[config.mk]
export PLATFORM = sky130hd
export DESIGN_NAME = tx_frame_scheduler_flat
export DESIGN_NICKNAME = d
export VERILOG_FILES = /design/src/rtl/tx_frame_scheduler_if.sv /design/src/rtl/tx_frame_scheduler.sv /design/src/flat_wrapper.sv
export SDC_FILE = /design/constraint.sdc
export NUM_CORES = 1
export LEC_CHECK = 0
export CAP_MARGIN = 20
export CORE_ASPECT_RATIO = 1.5
export CORE_MARGIN = 1
export CORE_UTILIZATION = 43
export DETAILED_ROUTE_END_ITERATION = 10
export HOLD_SLACK_MARGIN = 0.12
export PLACE_DENSITY = 0.87
export SETUP_SLACK_MARGIN = 0.05
export SLEW_MARGIN = 20
export SYNTH_ARGS = -nofsm -noshare
export SYNTH_HDL_FRONTEND = slang
export SYNTH_SLANG_ARGS = --single-unit
[constraint.sdc]
create_clock -name sys_clk -period 2.5 [get_ports sys_clk]
set_input_delay 0.5 -clock sys_clk [delete_from_list [all_inputs] [get_ports sys_clk]]
set_output_delay 0.5 -clock sys_clk [all_outputs]
set_load 0.01 [all_outputs]
[src/rtl/tx_frame_scheduler_if.sv]
// ----------------------------------------------------------------------------
// tx_frame_scheduler_if
// Command/completion bus between the frame scheduler and the UDP/ARP TX
// engine.
//   tx_cmd_valid  scheduler -> engine  command valid
//   tx_cmd_ready  engine -> scheduler  engine accepts the command
//   tx_cmd_type   scheduler -> engine  00=ARP, 01=motor, 10=AD
//   tx_cmd_addr   scheduler -> engine  frame buffer base address
//   tx_cmd_len    scheduler -> engine  payload length in bytes
//   tx_done       engine -> scheduler  frame finished pulse
// master = scheduler side, slave = engine side.
// ----------------------------------------------------------------------------
interface tx_frame_scheduler_if #(
  parameter int C_AXI_ADDR_WIDTH = 32
) ();

  logic                        tx_cmd_valid;
  logic                        tx_cmd_ready;
  logic [1:0]                  tx_cmd_type;
  logic [C_AXI_ADDR_WIDTH-1:0] tx_cmd_addr;
  logic [15:0]                 tx_cmd_len;
  logic                        tx_done;

  modport master (
    output tx_cmd_valid,
    output tx_cmd_type,
    output tx_cmd_addr,
    output tx_cmd_len,
    input  tx_cmd_ready,
    input  tx_done
  );

  modport slave (
    input  tx_cmd_valid,
    input  tx_cmd_type,
    input  tx_cmd_addr,
    input  tx_cmd_len,
    output tx_cmd_ready,
    output tx_done
  );

endinterface

[src/rtl/tx_frame_scheduler.sv]
// ----------------------------------------------------------------------------
// tx_frame_scheduler
// Shares the single UDP/ARP transmit engine between ARP replies, the motor
// status channel and the AD sample channel. One command is outstanding at a
// time; after completion an inter-frame gap is inserted before the next
// grant, and a watchdog recovers the scheduler if the engine never finishes.
//
// Ports
//   sys_clk             system clock
//   sys_rst_n           asynchronous active-low reset
//   trig_package_rst_i  synchronous abort pulse (returns to IDLE)
//   trig_arp_i          ARP reply request pulse
//   motor_req_i         motor frame request level, held until grant_motor_o
//   motor_len_i         motor payload bytes
//   ad_req_i            AD frame request level, held until grant_ad_o
//   ad_len_i            AD payload bytes
//   tx_if               command/completion bus to the TX engine (master)
//   grant_motor_o       one-cycle pulse: motor request consumed
//   grant_ad_o          one-cycle pulse: AD request consumed
//   timeout_err_o       one-cycle pulse: watchdog fired
//   sched_busy_o        high whenever the scheduler is not IDLE
// ----------------------------------------------------------------------------
module tx_frame_scheduler #(
  parameter int                          C_AXI_ADDR_WIDTH = 32,
  parameter logic [C_AXI_ADDR_WIDTH-1:0] C_ADDR_MOTOR2ETH = 32'h0000_0000,
  parameter logic [C_AXI_ADDR_WIDTH-1:0] C_ADDR_AD2ETH    = 32'h1000_0000,
  parameter logic [15:0]                 MAX_PAYLOAD      = 16'd1472,
  parameter int                          IFG_CYCLES       = 12,
  parameter int                          WATCH_DOG_WIDTH  = 12
) (
  input  logic                  sys_clk,
  input  logic                  sys_rst_n,
  input  logic                  trig_package_rst_i,
  input  logic                  trig_arp_i,
  input  logic                  motor_req_i,
  input  logic [15:0]           motor_len_i,
  input  logic                  ad_req_i,
  input  logic [15:0]           ad_len_i,
  tx_frame_scheduler_if.master  tx_if,
  output logic                  grant_motor_o,
  output logic                  grant_ad_o,
  output logic                  timeout_err_o,
  output logic                  sched_busy_o
);

  typedef enum logic [1:0] {
    S_IDLE,
    S_CMD,
    S_BUSY,
    S_GAP
  } state_t;

  localparam logic [1:0] TYPE_ARP   = 2'b00;
  localparam logic [1:0] TYPE_MOTOR = 2'b01;
  localparam logic [1:0] TYPE_AD    = 2'b10;

  // Watchdog fires on the cycle its count would reach all-ones, so the
  // scheduler spends exactly 2^WATCH_DOG_WIDTH-1 cycles in BUSY.
  localparam logic [WATCH_DOG_WIDTH-1:0] WD_LAST = {{(WATCH_DOG_WIDTH-1){1'b1}}, 1'b0};
  localparam logic [15:0] GAP_LAST = (IFG_CYCLES > 0) ? 16'(IFG_CYCLES - 1) : 16'd0;
  localparam bit HAS_GAP = (IFG_CYCLES > 0);

  state_t                      state_q, state_d;
  logic                        arpPend_q, arpPend_d;
  logic                        lastAd_q, lastAd_d;
  logic                        cmdValid_q, cmdValid_d;
  logic [1:0]                  cmdType_q, cmdType_d;
  logic [C_AXI_ADDR_WIDTH-1:0] cmdAddr_q, cmdAddr_d;
  logic [15:0]                 cmdLen_q, cmdLen_d;
  logic                        grantMotor_q, grantMotor_d;
  logic                        grantAd_q, grantAd_d;
  logic                        timeoutErr_q, timeoutErr_d;
  logic [WATCH_DOG_WIDTH-1:0]  wdog_q, wdog_d;
  logic [15:0]                 gap_q, gap_d;

  logic [15:0] motorLenClamped;
  logic [15:0] adLenClamped;
  logic        motorEff;
  logic        adEff;
  logic        pickMotor;
  logic        pickAd;
  state_t      afterBusy;

  assign motorLenClamped = (motor_len_i > MAX_PAYLOAD) ? MAX_PAYLOAD : motor_len_i;
  assign adLenClamped    = (ad_len_i > MAX_PAYLOAD) ? MAX_PAYLOAD : ad_len_i;

  // A requester sees its grant one cycle late and is still high during the
  // grant cycle; masking it there keeps a zero-length grant from being
  // consumed twice while the scheduler sits in IDLE.
  assign motorEff = motor_req_i & ~grantMotor_q;
  assign adEff    = ad_req_i & ~grantAd_q;

  // Round-robin between motor and AD: a lone requester always wins, on a tie
  // the channel not served last wins.
  assign pickMotor = motorEff & (~adEff | lastAd_q);
  assign pickAd    = adEff & ~pickMotor;

  assign afterBusy = HAS_GAP ? S_GAP : S_IDLE;

  // State and datapath registers.
  always_ff @(posedge sys_clk or negedge sys_rst_n) begin
    if (!sys_rst_n) begin
      state_q      <= S_IDLE;
      arpPend_q    <= 1'b0;
      lastAd_q     <= 1'b1;
      cmdValid_q   <= 1'b0;
      cmdType_q    <= TYPE_ARP;
      cmdAddr_q    <= '0;
      cmdLen_q     <= '0;
      grantMotor_q <= 1'b0;
      grantAd_q    <= 1'b0;
      timeoutErr_q <= 1'b0;
      wdog_q       <= '0;
      gap_q        <= '0;
    end else begin
      state_q      <= state_d;
      arpPend_q    <= arpPend_d;
      lastAd_q     <= lastAd_d;
      cmdValid_q   <= cmdValid_d;
      cmdType_q    <= cmdType_d;
      cmdAddr_q    <= cmdAddr_d;
      cmdLen_q     <= cmdLen_d;
      grantMotor_q <= grantMotor_d;
      grantAd_q    <= grantAd_d;
      timeoutErr_q <= timeoutErr_d;
      wdog_q       <= wdog_d;
      gap_q        <= gap_d;
    end
  end

  // Next-state and registered-output logic.
  always_comb begin
    state_d      = state_q;
    arpPend_d    = arpPend_q | trig_arp_i;
    lastAd_d     = lastAd_q;
    cmdValid_d   = cmdValid_q;
    cmdType_d    = cmdType_q;
    cmdAddr_d    = cmdAddr_q;
    cmdLen_d     = cmdLen_q;
    grantMotor_d = 1'b0;
    grantAd_d    = 1'b0;
    timeoutErr_d = 1'b0;
    wdog_d       = wdog_q;
    gap_d        = gap_q;

    if (trig_package_rst_i) begin
      // Abort wins over everything else this cycle; last_grant is kept.
      state_d    = S_IDLE;
      cmdValid_d = 1'b0;
      arpPend_d  = 1'b0;
      wdog_d     = '0;
      gap_d      = '0;
    end else begin
      case (state_q)
        S_IDLE: begin
          if (arpPend_q) begin
            state_d    = S_CMD;
            cmdValid_d = 1'b1;
            cmdType_d  = TYPE_ARP;
            cmdAddr_d  = '0;
            cmdLen_d   = '0;
          end else if (pickMotor) begin
            if (motor_len_i == 16'd0) begin
              // Empty frame: consume the request without using the engine.
              grantMotor_d = 1'b1;
              lastAd_d     = 1'b0;
            end else begin
              state_d    = S_CMD;
              cmdValid_d = 1'b1;
              cmdType_d  = TYPE_MOTOR;
              cmdAddr_d  = C_ADDR_MOTOR2ETH;
              cmdLen_d   = motorLenClamped;
            end
          end else if (pickAd) begin
            if (ad_len_i == 16'd0) begin
              grantAd_d = 1'b1;
              lastAd_d  = 1'b1;
            end else begin
              state_d    = S_CMD;
              cmdValid_d = 1'b1;
              cmdType_d  = TYPE_AD;
              cmdAddr_d  = C_ADDR_AD2ETH;
              cmdLen_d   = adLenClamped;
            end
          end
        end

        S_CMD: begin
          if (tx_if.tx_cmd_ready) begin
            state_d    = S_BUSY;
            cmdValid_d = 1'b0;
            wdog_d     = '0;
            case (cmdType_q)
              TYPE_MOTOR: begin
                grantMotor_d = 1'b1;
                lastAd_d     = 1'b0;
              end
              TYPE_AD: begin
                grantAd_d = 1'b1;
                lastAd_d  = 1'b1;
              end
              default: begin
                // A fresh trig_arp on the accept cycle keeps ARP pending.
                arpPend_d = trig_arp_i;
              end
            endcase
          end
        end

        S_BUSY: begin
          if (tx_if.tx_done) begin
            state_d = afterBusy;
            wdog_d  = '0;
            gap_d   = '0;
          end else if (wdog_q == WD_LAST) begin
            state_d      = afterBusy;
            timeoutErr_d = 1'b1;
            wdog_d       = '0;
            gap_d        = '0;
          end else begin
            wdog_d = wdog_q + 1'b1;
          end
        end

        S_GAP: begin
          if (gap_q == GAP_LAST) begin
            state_d = S_IDLE;
            gap_d   = '0;
          end else begin
            gap_d = gap_q + 16'd1;
          end
        end

        default: begin
          state_d = S_IDLE;
        end
      endcase
    end
  end

  assign tx_if.tx_cmd_valid = cmdValid_q;
  assign tx_if.tx_cmd_type  = cmdType_q;
  assign tx_if.tx_cmd_addr  = cmdAddr_q;
  assign tx_if.tx_cmd_len   = cmdLen_q;

  assign grant_motor_o = grantMotor_q;
  assign grant_ad_o    = grantAd_q;
  assign timeout_err_o = timeoutErr_q;
  assign sched_busy_o  = (state_q != S_IDLE);

endmodule

[src/flat_wrapper.sv]
// flat-port wrapper written by rule: the top's interface ports become plain ports
module tx_frame_scheduler_flat 
#(
  parameter int                          C_AXI_ADDR_WIDTH = 32,
  parameter logic [C_AXI_ADDR_WIDTH-1:0] C_ADDR_MOTOR2ETH = 32'h0000_0000,
  parameter logic [C_AXI_ADDR_WIDTH-1:0] C_ADDR_AD2ETH    = 32'h1000_0000,
  parameter logic [15:0]                 MAX_PAYLOAD      = 16'd1472,
  parameter int                          IFG_CYCLES       = 12,
  parameter int                          WATCH_DOG_WIDTH  = 12
)
  (sys_clk, sys_rst_n, trig_package_rst_i, trig_arp_i, motor_req_i, motor_len_i, ad_req_i, ad_len_i, grant_motor_o, grant_ad_o, timeout_err_o, sched_busy_o, tx_if_tx_cmd_valid, tx_if_tx_cmd_type, tx_if_tx_cmd_addr, tx_if_tx_cmd_len, tx_if_tx_cmd_ready, tx_if_tx_done);
  tx_frame_scheduler_if #(.C_AXI_ADDR_WIDTH(C_AXI_ADDR_WIDTH)) tx_if_i ();
  input  logic sys_clk;
  input  logic sys_rst_n;
  input  logic trig_package_rst_i;
  input  logic trig_arp_i;
  input  logic motor_req_i;
  input  logic [15:0] motor_len_i;
  input  logic ad_req_i;
  input  logic [15:0] ad_len_i;
  output logic grant_motor_o;
  output logic grant_ad_o;
  output logic timeout_err_o;
  output logic sched_busy_o;
  output wire logic [$bits(tx_if_i.tx_cmd_valid)-1:0] tx_if_tx_cmd_valid;
  output wire logic [$bits(tx_if_i.tx_cmd_type)-1:0] tx_if_tx_cmd_type;
  output wire logic [$bits(tx_if_i.tx_cmd_addr)-1:0] tx_if_tx_cmd_addr;
  output wire logic [$bits(tx_if_i.tx_cmd_len)-1:0] tx_if_tx_cmd_len;
  input wire logic [$bits(tx_if_i.tx_cmd_ready)-1:0] tx_if_tx_cmd_ready;
  input wire logic [$bits(tx_if_i.tx_done)-1:0] tx_if_tx_done;
  assign tx_if_tx_cmd_valid = tx_if_i.tx_cmd_valid;
  assign tx_if_tx_cmd_type = tx_if_i.tx_cmd_type;
  assign tx_if_tx_cmd_addr = tx_if_i.tx_cmd_addr;
  assign tx_if_tx_cmd_len = tx_if_i.tx_cmd_len;
  assign tx_if_i.tx_cmd_ready = tx_if_tx_cmd_ready;
  assign tx_if_i.tx_done = tx_if_tx_done;
  tx_frame_scheduler #(.C_AXI_ADDR_WIDTH(C_AXI_ADDR_WIDTH), .C_ADDR_MOTOR2ETH(C_ADDR_MOTOR2ETH), .C_ADDR_AD2ETH(C_ADDR_AD2ETH), .MAX_PAYLOAD(MAX_PAYLOAD), .IFG_CYCLES(IFG_CYCLES), .WATCH_DOG_WIDTH(WATCH_DOG_WIDTH)) u_core (.sys_clk(sys_clk), .sys_rst_n(sys_rst_n), .trig_package_rst_i(trig_package_rst_i), .trig_arp_i(trig_arp_i), .motor_req_i(motor_req_i), .motor_len_i(motor_len_i), .ad_req_i(ad_req_i), .ad_len_i(ad_len_i), .tx_if(tx_if_i), .grant_motor_o(grant_motor_o), .grant_ad_o(grant_ad_o), .timeout_err_o(timeout_err_o), .sched_busy_o(sched_busy_o));
endmodule
# ---- Word level (Yosys, flattened, before mapping)
# Cells that the tools add are included.
# W data, S select, Z words.
dict set report word_totals {
  reg_bits 86
  inputBits 40
  output_inout_bits 55
  elab_cells 140
}
dict set report op_classes {
  addsub 2
  n_lt_le_gt_ge 2
  n_eq_ne 21
  muxes 76
  n_bitwise 11
  n_reduce_logical 16
}
# operator n
set op_table {}
lappend op_table {{$mux W16} 11}
lappend op_table {{$mux W32} 5}
lappend op_table {{$mux W12} 4}
lappend op_table {{$mux W1} 34}
lappend op_table {{$gt A16 B11 Y1 const B} 2}
lappend op_table {{$logic_not A16 Y1} 2}
lappend op_table {{$pmux W16 S2} 1}
lappend op_table {{$mux W2} 14}
lappend op_table {{$pmux W12 S2} 1}
lappend op_table {{$add A16 B1 Y16 const B} 1}
lappend op_table {{$eq A16 B4 Y1 const B} 1}
lappend op_table {{$add A12 B1 Y12 const B} 1}
lappend op_table {{$eq A12 B12 Y1 const B} 1}
lappend op_table {{$reduce_bool A3 Y1} 4}
lappend op_table {{$pmux W1 S2} 5}
lappend op_table {{$reduce_and A5 Y1} 2}
lappend op_table {{$ne A3 B1 Y1 const B} 3}
lappend op_table {{$ne A3 B2 Y1 const B} 3}
lappend op_table {{$pmux W2 S4} 1}
lappend op_table {{$reduce_and A8 Y1} 1}
lappend op_table {{$eq A2 B2 Y1 const B} 3}
lappend op_table {{$ne A3 B3 Y1 const B} 2}
lappend op_table {{$reduce_and A6 Y1} 1}
lappend op_table {{$ne A5 B2 Y1 const B} 1}
lappend op_table {{12 further kinds} 24}

# ---- Depth between registers and ports, before layout
# Gate-level depths: netlist (run 1).
dict set report logic_depth {
  word_depth 12
  depth_mapped 8
  ltp_nobuf 8
}

# ---- Worst setup path before layout (run 1)
# OpenSTA, ideal clock, no wires.
dict set report synth_timing {
  kind {input -> register}
  start {in motor_len_i[14]}
  end {reg u_core.lastAd_q}
  setup_ps 85
  t_arrival_ps 2568
  required_time_ps 2415
  slack_ps -152
  path_stages 6
  path_buffers 0
  cell_sequence {or4_1 -> or3_1 -> or3_1 -> a221o_1 -> a221oi_2 -> mux2_1}
}
dict set report synth_via {
  elab_chain_len 3
}
# item line
set synth_lines {}
lappend synth_lines {{start: declaration} flat_wrapper.sv:18} ;# input logic [15:0] motor_len_i;
lappend synth_lines {{$logic_not A16 Y1} tx_frame_scheduler.sv:163} ;# if (motor_len_i == 16'd0) begin
lappend synth_lines {{$ne A3 B3 Y1 (no source line)} --}
lappend synth_lines {{$reduce_and A8 Y1 (no source line)} --}
lappend synth_lines {{end signal: assignment} tx_frame_scheduler.sv:118} ;# lastAd_q <= lastAd_d;
lappend synth_lines {{end: declaration} tx_frame_scheduler.sv:65} ;# logic lastAd_q, lastAd_d;
# No other way between the ends.
# A chain may end at the register's enable or synchronous reset.

# ---- Worst setup path in the final report (run 1)
dict set report layout_timing {
  start {in motor_len_i[12]}
  end {reg u_core.lastAd_q}
}
# Same word-level chain as after synthesis.

==> results of run 1 <==
## state kept, by name, summed over array words and instances (netlist names)
| register | count |
|---|---|
| u_core.grant_ad_o | 1 |
| u_core.timeout_err_o | 1 |
| u_core.grant_motor_o | 1 |
| u_core.tx_if.tx_cmd_addr | 1 |
| u_core.arpPend_q | 1 |
| u_core.state_q | 2 |
| u_core.tx_if.tx_cmd_valid | 1 |
| u_core.gap_q | 16 |
| u_core.wdog_q | 12 |
| u_core.lastAd_q | 1 |
| u_core.tx_if.tx_cmd_type | 1 |
| u_core.tx_if.tx_cmd_len | 16 |
## power by group through the flow
stage               combinational (W)  sequential (W)  clock [W]
finish                       0.000880         0.00105   0.000472
global route                 0.000965         0.00106   0.000516
CTS                          0.000875         0.00105   0.000486
detailed placement           0.000861         0.00106          0
global placement             0.000833         0.00105          0
floorplan                    0.000469         0.00107          0
## final cells by class
class | instances | area [um^2]
Clock buffer | 5 | 68.8
Inverter | 10 | 37.5
Tap cell | 100 | 125
Clock inverter | 2 | 10.0
Timing Repair Buffer | 102 | 923
Multi-Input combinational cell | 284 | 1700
Sequential cell | 54 | 1350
Fill cell | 605 | 2960
## metal layers
metal	part of all wire	wire [um]	vias up
met2	0.53	4070	89
met4	0.034	261	0
li1	-	-	1426
met1	0.40	3060	1450
met3	0.041	319	21
met5	0	0	-
## cells in the mapped netlist, types with 2 or more instances
cell                       number  area [um^2]
sky130_fd_sc_hd__nand3_1       16         80.1
sky130_fd_sc_hd__nor4_1         7         43.8
sky130_fd_sc_hd__o31ai_1       10         75.1
sky130_fd_sc_hd__dfrtp_1       53         1330
sky130_fd_sc_hd__xor2_1         3         26.3
sky130_fd_sc_hd__o41ai_1        5         43.8
sky130_fd_sc_hd__nor2b_1        4         25.0
sky130_fd_sc_hd__or3_1         11         68.8
sky130_fd_sc_hd__o211ai_1       2         15.0
sky130_fd_sc_hd__a31oi_1        2         12.5
sky130_fd_sc_hd__and2_1         8         50.1
sky130_fd_sc_hd__nor3b_1        3         22.5
sky130_fd_sc_hd__a22oi_1        7         52.6
sky130_fd_sc_hd__o21ai_0       29          145
sky130_fd_sc_hd__nor2_1        37          139
sky130_fd_sc_hd__and3_1         2         12.5
sky130_fd_sc_hd__ha_1           9          113
sky130_fd_sc_hd__or4_1          6         45.0
sky130_fd_sc_hd__and4_1         2         17.5
sky130_fd_sc_hd__a21oi_1       14         70.1
sky130_fd_sc_hd__nor3_1         6         30.0
sky130_fd_sc_hd__xnor2_1        4         35.0
sky130_fd_sc_hd__nand2b_1       7         43.8
sky130_fd_sc_hd__buf_4         32          240
sky130_fd_sc_hd__nand2_1       32          120
sky130_fd_sc_hd__inv_1         10         37.5
sky130_fd_sc_hd__buf_2          3         15.0
sky130_fd_sc_hd__or2_2          2         12.5
sky130_fd_sc_hd__a211oi_1       2         15.0
sky130_fd_sc_hd__nand4_1        9         56.3
sky130_fd_sc_hd__clkbuf_1       9         33.8
## cells by family (layout without fill, tap and decap cells)
kind of cell,after synthesis,after routing,share of synthesized area
AND/OR/NAND/NOR,153,153,0.244
AO/OA/AOI/OAI,83,83,0.170
flip-flops,54,54,0.425
buffers and inverters,54,119,0.103
adder cells (fa/ha/maj),9,9,0.0354
XOR/XNOR,7,7,0.0192
other,1,31,0.00118
multiplexers,1,1,0.00353
## through the flow
stage	setup slack (ns)	instances	utilization	TNS [ns]	instance area, um^2
CTS	-0.0143	556	0.581	-0.0143	4170
global placement	-0.590	549	0.567	-9.84	4070
global route	-0.0648	557	0.588	-0.0648	4220
finish	-0.0456	557	0.588	-0.0456	4220
floorplan	-0.140	392	-	-0.262	3310
detailed placement	-0.645	549	0.567	-10.70	4070
## repair_timing
item                                    4_1_cts  5_1_grt
endpoints found under the setup margin       22        8
pin swaps                                     9        9
resized for setup                            29       11
setup buffers                                 0        1
## worst paths after layout
check | from | end | slack, ns | cells after the start
max | motor_len_i[12] | u_core.lastAd_q | -0.05 | 7
min | sys_rst_n | u_core.tx_if.tx_cmd_len[3] | 0.15 | 1
max reg2reg | u_core.lastAd_q | u_core.lastAd_q | 0.12 | 7
min reg2reg | u_core.wdog_q[7] | u_core.wdog_q[7] | 0.48 | 1
max in group asynchronous | sys_rst_n | u_core.gap_q[1] | 1.68 | 2
min in group sys_clk | u_core.wdog_q[7] | u_core.wdog_q[7] | 0.48 | 1
==> impl_metrics.ini, run 1 <==
[global_route]
grt_util_met2 = 0.352
grt_remaining_overflow = 0
initial_antenna_violation_count = 0
grt_pass1_wl_mm = 12.3
met1_usage = 0.231
met3_usage = 0.0328
grt_pass1_vias = 2785
gr-usage-all-layers = 0.200
grt_start_max_net_pins = 32
grt_busiest_layer = met2

[power_and_ir_drop]
p_comb_frac = 0.366
sw_share = 0.345
power_w = 0.00240
p_leak_nw = 1.85
power.density_cell_area_mw_per_mm2 = 570
power.sequential.fraction = 0.438
vdd_ir_drop_max_uv = 352
clockPowerShare = 0.196
p_int_w = 0.00158
switchingPower_w = 0.000829

[drt]
totalWireLength_mm = 7.71
avgRoutedWirePerCell_um = 13.8
vias = 2986
detail_route.iter0.violations = 219
route.antenna.remaining_nets = 0
detail_route.vias_per_cell = 5.36
drc = 1
firstDrtPassIters = 7

[synth]
mappedNetlistArea_mm2 = 0.00319
synth_edf_count = 0
yosys_most_used_dff = sky130_fd_sc_hd__dfrtp_1
total_number_of_yosys_warnings = 0
yosys.cell_types.count = 47
syn_inst = 362
synth.yosys.seq_area_share = 0.425
synth_async_sr_flop_share = 1.00
synth.ff_latch_count = 54
syn_area_per_cell_um2 = 8.80

[hold_path]
hold_class = in2async

[timing]
clock-skew-final_ns = 0.00743
timing.final.ws_setup_ns = -0.0456
max_freq_ghz = 0.393
finalSetupViolCount = 1
slew-limit-headroom = 0.629
worstMarginPinSlew_ns = 0.556
final_hold_viol_count = 0
final_min_period_over_clock_period = 1.02
final_period_minus_worst_setup_slack_ns = 2.55
grt_setup_unrepaired = yes
fin_hold_ws_ns = 0.152
drv_slew = 0

[worst_setup_path]
worstSetupPathType = in2reg
end_kind = flop
crit_path_cell_trace = buf_6, or4_4, or3_4, or3_1, a221o_1, a221oi_2, mux2_4
timing.critical_path.buf_inv = 1
timing.critical_path.required_ns = 2.74
crit_path_top_delay_cell = sky130_fd_sc_hd__or4_4
cpPeakStageDelay_ns = 0.53
start_kind = input port
crit_path_max_fanout = 3
path_delay_family = simple AND/OR/NAND/NOR gates
worst-endpoint-arrival_ns = 2.79

[clock_tree]
cts_made_buffers = 5
sinks_on_clock_net = 54
clk_pin_slew_worst_paths_ns = 0.09
cts-root-buf = sky130_fd_sc_hd__clkbuf_8
cts_tree = yes
cts-hold-fix-buffers = 0
clock_latency_ns = 0.31
clock_path_buffers = 2
cts_htree_levels = 2

[finish]
layout.cells.most_common_list = 53 x sky130_fd_sc_hd__dfrtp_1, 45 x sky130_fd_sc_hd__clkdlybuf4s50_1, 38 x sky130_fd_sc_hd__buf_4, 37 x sky130_fd_sc_hd__nor2_1, 32 x sky130_fd_sc_hd__nand2_1
antenna_cells = 0
mostFrequentLayoutCell = sky130_fd_sc_hd__dfrtp_1
fin_nets = 506
final_layout_size_suffix_gt1_frac = 0.151
synthToLayoutAreaGrowth_pct = 32.5

[run_status]
status = finished with violations
violations = DRC, setup timing

[die]
pin_count = 95
effective_utilization_at_floorplan = 0.444
core_mm2 = 0.00718
die_width_um = 72.3
placement_rows = 38
fp.dieArea_mm2 = 0.00776
die-height_um = 107

[place]
dp_hpwl_mm = 5.93
place.gp.congestion = 0.877
placement.io_buffers = 63

[flow_run]
drv.max_cap_violation_count = 0
Note: power is estimated with default switching activity, not from simulation.
==> inputs of run 2 (changes only) <==
--- a/config.mk
+++ b/config.mk
@@ -7,8 +7,8 @@
 export LEC_CHECK = 0
 export CAP_MARGIN = 20
 export CORE_ASPECT_RATIO = 1.5
-export CORE_MARGIN = 1
 export CORE_UTILIZATION = 43
+export CTS_CLUSTER_SIZE = 30
 export DETAILED_ROUTE_END_ITERATION = 10
 export HOLD_SLACK_MARGIN = 0.12
 export PLACE_DENSITY = 0.87
==> results of run 2 <==
No change in the layout: final DEF, timing and power equal those of run 1.
==> inputs of run 3 (changes only) <==
--- a/config.mk
+++ b/config.mk
@@ -7,11 +7,12 @@
 export LEC_CHECK = 0
 export CAP_MARGIN = 20
 export CORE_ASPECT_RATIO = 1.5
-export CORE_UTILIZATION = 43
+export CORE_UTILIZATION = 44
+export CTS_BUF_LIST = sky130_fd_sc_hd__clkbuf_8
 export CTS_CLUSTER_SIZE = 30
 export DETAILED_ROUTE_END_ITERATION = 10
 export HOLD_SLACK_MARGIN = 0.12
-export PLACE_DENSITY = 0.87
+export PLACE_DENSITY = 0.88
 export SETUP_SLACK_MARGIN = 0.05
 export SLEW_MARGIN = 20
 export SYNTH_ARGS = -nofsm -noshare
==> run 3 against run 2 <==
  * The flow finishes with violations (setup timing)
  * Worst hold slack gained 0.0085 ns
  * Register-to-register slack about the same
  * Power rose by 2.8%
  * Clock-buffer cell count grew 1
  * Non-clock buffer count up 2
  * Utilization is 2.1 points higher
  * Setup slack got worse by 0.039 ns
  * Sequential power about the same
  * Cell count down 3.4%
  * Clock skew up 0.0013 ns
  * Clock power rose by 8.9%
  * Highest routed layer unchanged
==> impl_metrics.ini, run 3 (synthesized netlist as in run 1, its figures left out) <==
[run_status]
status = finished with violations
violations = setup timing

[die]
fp.dieArea_mm2 = 0.00759
die_width_um = 71.5
placement_rows = 37
die-height_um = 106
core_mm2 = 0.00694
effective_utilization_at_floorplan = 0.459
pin_count = 95

[drt]
firstDrtPassIters = 5
drc = 0
dr.max_layer_used = met4
detail_route.vias_per_cell = 5.60
met2WireLength_mm = 4.31
avgRoutedWirePerCell_um = 14.7
detail_route.iter0.violations = 142
totalWireLength_mm = 7.89
route.antenna.remaining_nets = 0
routed-wl-met3_um = 244
vias = 3011
detail_route.wirelength.met1_mm = 3.10

[global_route]
grt_pass1_wl_mm = 12.9
gr-usage-all-layers = 0.212
grt_remaining_overflow = 0
initial_antenna_violation_count = 0
grt_pass1_vias = 2901
grt_start_max_net_pins = 55

[timing]
timing.final.ws_setup_ns = -0.0843
clock-skew-final_ns = 0.00873
setup_total_negative_slack_ns = -0.0843
max_freq_ghz = 0.387
slew-limit-headroom = 0.626
fin_hold_ws_ns = 0.161
finalSetupViolCount = 1
grt_setup_unrepaired = yes
final_period_minus_worst_setup_slack_ns = 2.58
final_min_period_over_clock_period = 1.03
final_hold_viol_count = 0
drv_slew = 0
worstMarginPinSlew_ns = 0.561

[place]
placement.io_buffers = 63
detailedPlace.worstSlack_ns = -0.628
place.gp.congestion = 0.859
dp_hpwl_mm = 5.90
placed_cells_incl_taps = 528

[worst_setup_path]
worst-endpoint-arrival_ns = 2.83
worstSetupPathType = in2reg
crit_path_cell_trace = clkdlybuf4s50_1, or4_4, or4_4, a221o_1, a221oi_2, mux2_1
critPathMostFrequentCell = sky130_fd_sc_hd__or4_4
crit_path_max_fanout = 2
end_kind = flop
start_kind = input port
crit_path_top_delay_cell = sky130_fd_sc_hd__or4_4
timing.critical_path.required_ns = 2.75
cpPeakStageDelay_ns = 0.53

[finish]
layout.filler_cells = 579
synthToLayoutAreaGrowth_pct = 32.7
finalNonFillerCells = 538
post-route-util = 0.609
antenna_cells = 0
final_layout_size_suffix_gt1_frac = 0.152
layout.cells.most_common_list = 53 x sky130_fd_sc_hd__clkdlybuf4s50_1, 53 x sky130_fd_sc_hd__dfrtp_1, 38 x sky130_fd_sc_hd__buf_4, 36 x sky130_fd_sc_hd__nor2_1, 32 x sky130_fd_sc_hd__nand2_1
fin_nets = 508

[flow_run]
drv.max_cap_violation_count = 0

[clock_tree]
cts_htree_levels = 2
cts_tree = yes
cts_made_buffers = 5
clock_latency_ns = 0.31
cts-root-buf = sky130_fd_sc_hd__clkbuf_8
sinks_on_clock_net = 54
clock_path_buffers = 2
clk_pin_slew_worst_paths_ns = 0.10

[hold_path]
hold_class = in2async

[power_and_ir_drop]
vdd_ir_drop_max_uv = 338
p_leak_nw = 1.84
power.density_cell_area_mw_per_mm2 = 585
## run 3: worst max-delay path, delay by kind of cell
family | cells | cell delay, ns
compound gates | 2 | 0.58
mux | 1 | 0.35
buf+inv | 1 | 0.44
simple gates | 2 | 0.97
## run 3: timing repair
| action | 4_1_cts | 5_1_grt |
|---|---|---|
| buffers inserted | 1 | 1 |
| resized for setup | 19 | 8 |
| hold buffers | 0 | 0 |
| pin swaps | 6 | 3 |
| setup endpoints to repair | 22 | 28 |
## run 3: worst paths after layout
check / end / slack, ns / cells after the start / start
max in group asynchronous: u_core.lastAd_q / 2.05 / 2 / sys_rst_n
max reg2reg: u_core.state_q[1] / 0.11 / 6 / u_core.gap_q[10]
min in group sys_clk: u_core.tx_if.tx_cmd_len[8] / 0.48 / 2 / u_core.tx_if.tx_cmd_len[8]
min reg2reg: u_core.tx_if.tx_cmd_len[8] / 0.48 / 2 / u_core.tx_if.tx_cmd_len[8]
min: u_core.tx_if.tx_cmd_len[13] / 0.16 / 2 / sys_rst_n
max: u_core.lastAd_q / -0.08 / 6 / ad_len_i[8]
## run 3: routing by layer
metal,vias to the layer above,track usage
li1,1430,-
met1,1467,0.241
met2,92,0.391
met3,22,0.0237
met4,0,0.0980
met5,-,0
## run 3: layout make-up
cell class	count	area [um^2]	area share
tap	78	97.6	0.0231
multi-input combinational	284	1680	0.398
clock buffer	6	82.6	0.0195
sequential	54	1350	0.320
clock inverter	2	12.5	0.00296
timing repair buffer	104	963	0.228
inverter	10	37.5	0.00888
## run 3: metrics by stage
step,cell area [um^2],total power (W)
detailed placement,4080,0.00195
global route,4230,0.00261
CTS,4190,0.00247
global placement,4080,0.00191
floorplan,3310,0.00154
finish,4230,0.00247
## run 3: report_power, final
part / leakage, nW / internal [W] / switching (W) / total, W
Sequential: 0.736 / 0.000965 / 0.0000819 / 0.00105
Combinational: 1.06 / 0.000438 / 0.000472 / 0.000910
Clock: 0.0472 / 0.000223 / 0.000290 / 0.000514
Total: 1.84 / 0.00163 / 0.000845 / 0.00247
